[config.mk]
export PLATFORM = sky130hd
export DESIGN_NAME = mem_responder
export DESIGN_NICKNAME = d
export VERILOG_FILES = /design/src/rtl/mem_responder.sv
export SDC_FILE = /design/constraint.sdc
export NUM_CORES = 1
export LEC_CHECK = 0
export BUFFER_PORTS_ARGS = -buffer_cell sky130_fd_sc_hd__buf_4
export CELL_PAD_IN_SITES_DETAIL_PLACEMENT = 1
export CELL_PAD_IN_SITES_GLOBAL_PLACEMENT = 2
export CORE_UTILIZATION = 31
export DETAILED_ROUTE_END_ITERATION = 16
export GPL_TIMING_DRIVEN = 0
export HOLD_SLACK_MARGIN = 0.03
export PLACE_DENSITY = 0.82
export SETUP_SLACK_MARGIN = 0.1
export SYNTH_ARGS = -nofsm -noshare
export SYNTH_HDL_FRONTEND = slang
export SYNTH_SLANG_ARGS = --single-unit
[constraint.sdc]
create_clock -name clk -period 2.5 [get_ports clk]
set_input_delay 0 -clock clk [delete_from_list [all_inputs] [get_ports clk]]
set_output_delay 0 -clock clk [all_outputs]
set_load 0.02 [all_outputs]
[src/rtl/mem_responder.sv]
// rtl/mem_responder.sv - single-outstanding word/halfword/byte responder in front of a 1-cycle-latency word RAM
// Optional MEM_RSP_ALIGN_CHECK_EN rejects misaligned and illegal-size requests with rsp_err.
module mem_responder #(
  parameter int ADDR_W = 8
) (
  input  logic        clk,
  input  logic        reset,
  input  logic        req_valid,
  output logic        req_ready,
  input  logic        req_write,
  input  logic [1:0]  req_size,
  input  logic [31:0] req_addr,
  input  logic [31:0] req_wdata,
  output logic        rsp_valid,
  output logic [31:0] rsp_rdata,
  output logic        rsp_err,
  output logic [31:0] ram_addr,
  output logic        ram_wr,
  output logic [31:0] ram_wdata,
  input  logic [31:0] ram_rdata
);

  typedef enum logic [2:0] {IDLE, RD, RD_WAIT, WR, RESP} state_t;

  state_t      state;
  logic [1:0]  off_q;
  logic [1:0]  size_q;
  logic        write_q;
  logic [31:0] wdata_q;

  logic        req_err;
  logic        req_word;
  logic [31:0] merged;
  logic [31:0] load_val;
  logic        unused_addr_bits;

  assign unused_addr_bits = ^req_addr[31:ADDR_W];

  // Size 11 only reaches the datapath when alignment checking is off, where it acts as a word.
  assign req_word = (req_size == 2'b00) || (req_size == 2'b11);

`ifdef MEM_RSP_ALIGN_CHECK_EN
  assign req_err = (req_size == 2'b11) ||
                   ((req_size == 2'b01) && req_addr[0]) ||
                   ((req_size == 2'b00) && (req_addr[1:0] != 2'b00));
`else
  assign req_err = 1'b0;
`endif

  // Lane insert for read-modify-write and lane extract for loads, both from the fresh RAM word.
  always_comb begin
    merged   = ram_rdata;
    load_val = ram_rdata;
    if (size_q == 2'b01) begin
      merged[{off_q[1], 4'b0000} +: 16] = wdata_q[15:0];
      load_val = {16'b0, ram_rdata[{off_q[1], 4'b0000} +: 16]};
    end else if (size_q == 2'b10) begin
      merged[{off_q, 3'b000} +: 8] = wdata_q[7:0];
      load_val = {24'b0, ram_rdata[{off_q, 3'b000} +: 8]};
    end
  end

  always_ff @(posedge clk or negedge reset) begin
    if (!reset) begin
      state     <= IDLE;
      req_ready <= 1'b1;
      rsp_valid <= 1'b0;
      rsp_rdata <= 32'b0;
      rsp_err   <= 1'b0;
      ram_addr  <= 32'b0;
      ram_wr    <= 1'b0;
      ram_wdata <= 32'b0;
      off_q     <= 2'b0;
      size_q    <= 2'b0;
      write_q   <= 1'b0;
      wdata_q   <= 32'b0;
    end else begin
      rsp_valid <= 1'b0;
      ram_wr    <= 1'b0;
      case (state)
        IDLE: begin
          if (req_valid) begin
            off_q     <= req_addr[1:0];
            size_q    <= req_size;
            write_q   <= req_write;
            wdata_q   <= req_wdata;
            req_ready <= 1'b0;
            if (req_err) begin
              state     <= RESP;
              rsp_valid <= 1'b1;
              rsp_err   <= 1'b1;
              rsp_rdata <= 32'b0;
            end else begin
              ram_addr <= {{(32-ADDR_W){1'b0}}, req_addr[ADDR_W-1:2], 2'b00};
              if (req_write && req_word) begin
                state     <= WR;
                ram_wr    <= 1'b1;
                ram_wdata <= req_wdata;
              end else begin
                state <= RD;
              end
            end
          end
        end
        RD: state <= RD_WAIT;
        RD_WAIT: begin
          if (write_q) begin
            state     <= WR;
            ram_wr    <= 1'b1;
            ram_wdata <= merged;
          end else begin
            state     <= RESP;
            rsp_valid <= 1'b1;
            rsp_err   <= 1'b0;
            rsp_rdata <= load_val;
          end
        end
        WR: begin
          state     <= RESP;
          rsp_valid <= 1'b1;
          rsp_err   <= 1'b0;
          rsp_rdata <= 32'b0;
        end
        RESP: begin
          state     <= IDLE;
          req_ready <= 1'b1;
        end
        default: state <= IDLE;
      endcase
    end
  end

endmodule

==> flow_summary_export.csv <==
group,metric,value,unit
global_routing,grt_usage,24.3,%
timing,fin_crit_sh,90.9,%
final_layout,layout_commonest_cell,"buf_4",
placed_design,preCtsSetupSlack,0.000444,ns
timing,worst_pin_slew,0.920,ns
worst_hold_path,min_from,"ram_rdata[4]",
logic_synthesis,synth_cell_types,53,
logic_synthesis,syn_inst,593,
critical_path,critPathSlowestCell,"dfrtp_1",
logic_synthesis,synth-seq-cells,97,
final_layout,drive_gt1_share,33.0,%
pwr,ir_drop,0.415,mV
route,drt_iter0_drc,318,
clock_network,numCtsBuffers,9,
final_layout,area_delta_synth_final,44.4,%
run_status,outcome,"complete, no violations",
placed_design,place_hpwl,17400,um
route,wirelength,23700,um
critical_path,crit_path_start_kind,"register",
critical_path,cp.arrival,2.57,ns
pwr,p_int,5.39,mW
worst_hold_path,worstHoldEndpoint,"rsp_rdata[4]",
critical_path,critPathMaxStageDelay,0.39,ns
pwr,p_comb_share,58.2,%
floorplan,die_h,141,um
global_routing,grt_first_pass_wirelength,35700,um
floorplan,io_pins,202,
route,drc,0,
clock_network,htree_levels,3,
pwr,switchingPower,4.86,mW
clock_network,clk_pin_slew_worst_paths,0.07,ns
route,num_vias,5820,
floorplan,die_area,0.0198,sq mm
worst_hold_path,hold_class,"in2reg",
timing,fmax,440,MHz
floorplan,die_w,141,um
logic_synthesis,avgSynthCellArea,10.0,sq um
clock_network,clockBufferDepth,2,
route,via_per_inst,5.30,
final_layout,fillers,2159,
final_layout,area.sequential,0.00243,sq mm
timing,slew_viol_final,0,
floorplan,core_area,0.0188,sq mm
placed_design,port_buffers,150,
global_routing,overflow,0,
global_routing,grt_max_degree,98,
route,drtPass1Iterations,4,
timing,fin_crit,2.27,ns
final_layout,fin_nets,966,
critical_path,worst-endpoint-required,2.80,ns
timing,finalHoldViolations,0,
pwr,p_sw_share,47.4,%
clock_network,cts_sinks,97,
timing,max_slew_margin,38.7,%
critical_path,end_kind,"register",
logic_synthesis,synth_warnings,0,
critical_path,r2r_cells,9,
global_routing,antenna_found_initial,1,
critical_path,crit_chain,"buf_2 -> inv_2 -> ha_2 -> or3b_4 -> nor4b_4 -> buf_6 -> o2bb2ai_1 -> a221oi_2 -> nor2_2",
global_routing,grt_pass1_vias,6160,
pwr,pwr-share-seq,28.4,%
timing,fin_setup_tns,0,ns
logic_synthesis,ys_seq_area_share,40.8,%
pwr,pwr_density_cell,1190,mW/mm^2
route,detail_route.wl_per_cell,21.6,um
pwr,clockPowerShare,13.4,%
floorplan,rows,50,
clock_network,clock-root-buffer,"clkbuf_16",
clock_network,insertion_delay,0.37,ns
critical_path,regToRegStartpoint,"off_q[1]",
timing,fin_worst_skew,0.0131,ns
timing,whs,0.0454,ns
critical_path,reg2reg_slack,0.23,ns
pwr,leakage,3.89,nW
timing,setup_slack,0.227,ns
placed_design,place_congestion,0.861,
critical_path,path_class,"reg2reg",
timing,rsz0062_at_grt,"false",
critical_path,critPathTopFamily,"simple AND/OR/NAND/NOR gates",
flow_run,maxCapViolations,0,
route,drtAntennaViolNets,0,
critical_path,timing.rr.end,"ram_wdata[17]",
clock_network,cts_tree,"built",
timing,finalSetupViolCount,0,
worst_hold_path,hold_depth,3,
final_layout,final_cell_mix,"185 x buf_4, 96 x dfrtp_1, 72 x nor2_1, 72 x dlygate4sd3_1, 41 x mux2i_1",
critical_path,crit_fanout,8,
logic_synthesis,netlist_area,0.00596,sq mm
final_layout,multi_input_area,0.00323,sq mm
floorplan,initial_core_util,31.7,%
critical_path,crit_buf_inv,3,
stage by stage:
| stage | util [%] | power (mW) | instance area (sq um) | std cells |
|---|---|---|---|---|
| floorplan | - | 6.46 | 6060 | 619 |
| global placement | 39.8 | 8.43 | 7470 | 1003 |
| detailed placement | 39.8 | 8.63 | 7470 | 1003 |
| CTS | 45.2 | 10.1 | 8490 | 1092 |
| global route | 45.8 | 10.9 | 8600 | 1099 |
| finish | 45.8 | 10.2 | 8600 | 1099 |
registers in the layout, summed over array words and instances, names as in the netlist:
name       flops
ram_addr       6
req_ready      1
wdata_q       16
off_q          2
state          3
ram_wr         1
rsp_rdata     32
ram_wdata     32
rsp_valid      1
write_q        1
size_q         2
cells by family after synthesis:
family / count (synthesis) / share of synthesized area (%)
AOI/OAI and AO/OA: 201 / 26.7
other: 1 / 0.0629
adders and majority gates: 5 / 1.05
and+or+nand+nor: 147 / 12.4
muxes: 66 / 11.6
buffers and inverters: 75 / 7.29
xor gates and xnor gates: 1 / 0.147
DFF: 97 / 40.8
synthesized netlist by cell type, drive strengths merged:
cell type,count,share of area [%]
xnor2,1,0.15
dfstp,1,0.44
clkbuf,17,1.1
o31ai,1,0.13
nand2b,6,0.63
a211oi,1,0.13
o211ai,8,1.0
nor4,2,0.57
nand4bb,1,0.19
ha,5,1.0
nor4b,2,0.65
dfrtp,96,40
o21a,8,1.0
a21oi,34,2.9
nor2b,10,1.0
o21ai,27,2.3
nand3,1,0.084
o22ai,1,0.11
inv,5,0.32
and2,2,0.21
nor2,83,5.7
mux2,25,4.7
a31oi,1,0.11
a22oi,16,2.1
buf,53,5.8
a22o,18,2.6
nor3,4,0.50
conb,1,0.063
nand2,30,1.9
mux2i,41,6.9
a221oi,32,6.9
a21boi,23,2.9
or3b,2,0.34
o2bb2ai,23,3.4
o221ai,7,1.0
a2bb2oi,1,0.15
nor3b,1,0.13
nand3b,3,0.44
metal layers:
metal / vias up / track usage, % / wire length [um]
li1: 2670 / - / -
met1: 2909 / 30.8 / 10400
met2: 204 / 41.2 / 11500
met3: 37 / 3.09 / 1080
met5: - / 0 / 0
met4: 0 / 11.0 / 748
worst reg2reg max path, cell delays in order, from the launching register on:
cell and delay [ns]:
dfrtp_1 0.39, buf_2 0.22, inv_2 0.13, ha_2 0.23
or3b_4 0.39, nor4b_4 0.31, buf_6 0.18, o2bb2ai_1 0.17
a221oi_2 0.10, nor2_2 0.10
area by class of cell:
cell class,count,share of cell area (%)
Buffer,70,4.87
Sequential cell,97,28.2
Clock buffer,9,2.62
Timing Repair Buffer,229,22.3
Clock inverter,7,0.684
Antenna cell,1,0.0291
Multi-Input combinational cell,447,37.6
Tap cell,234,3.40
Inverter,5,0.262
how the worst max path moves through the flow:
stage,startpoint,end,slack [ns],depth (start not counted)
floorplan,off_q[0],ram_wdata[16],0.46,8
CTS,off_q[0],ram_wdata[24],0.05,8
finish,off_q[1],ram_wdata[17],0.23,9
global route,off_q[1],ram_wdata[17],0.18,9
global placement,off_q[0],ram_wdata[23],0.05,8
detailed placement,off_q[0],ram_wdata[18],0.0004,8
power by group through the flow:
stage | clock network, mW | registers (mW) | logic, mW
floorplan | 0 | 3.30 | 3.16
global placement | 0 | 2.87 | 5.56
detailed placement | 0 | 2.92 | 5.71
CTS | 1.41 | 2.89 | 5.82
global route | 1.47 | 2.99 | 6.44
finish | 1.37 | 2.91 | 5.96
timing repair:
item                                    4_1_cts  5_1_grt
pin swaps                                     1        1
endpoints found under the setup margin       23       31
resized for setup                             0       10
buffers inserted                              1        6
hold buffers                                 72        0
hold endpoints to repair                    184        0
Power figures use the tool's default switching activity.
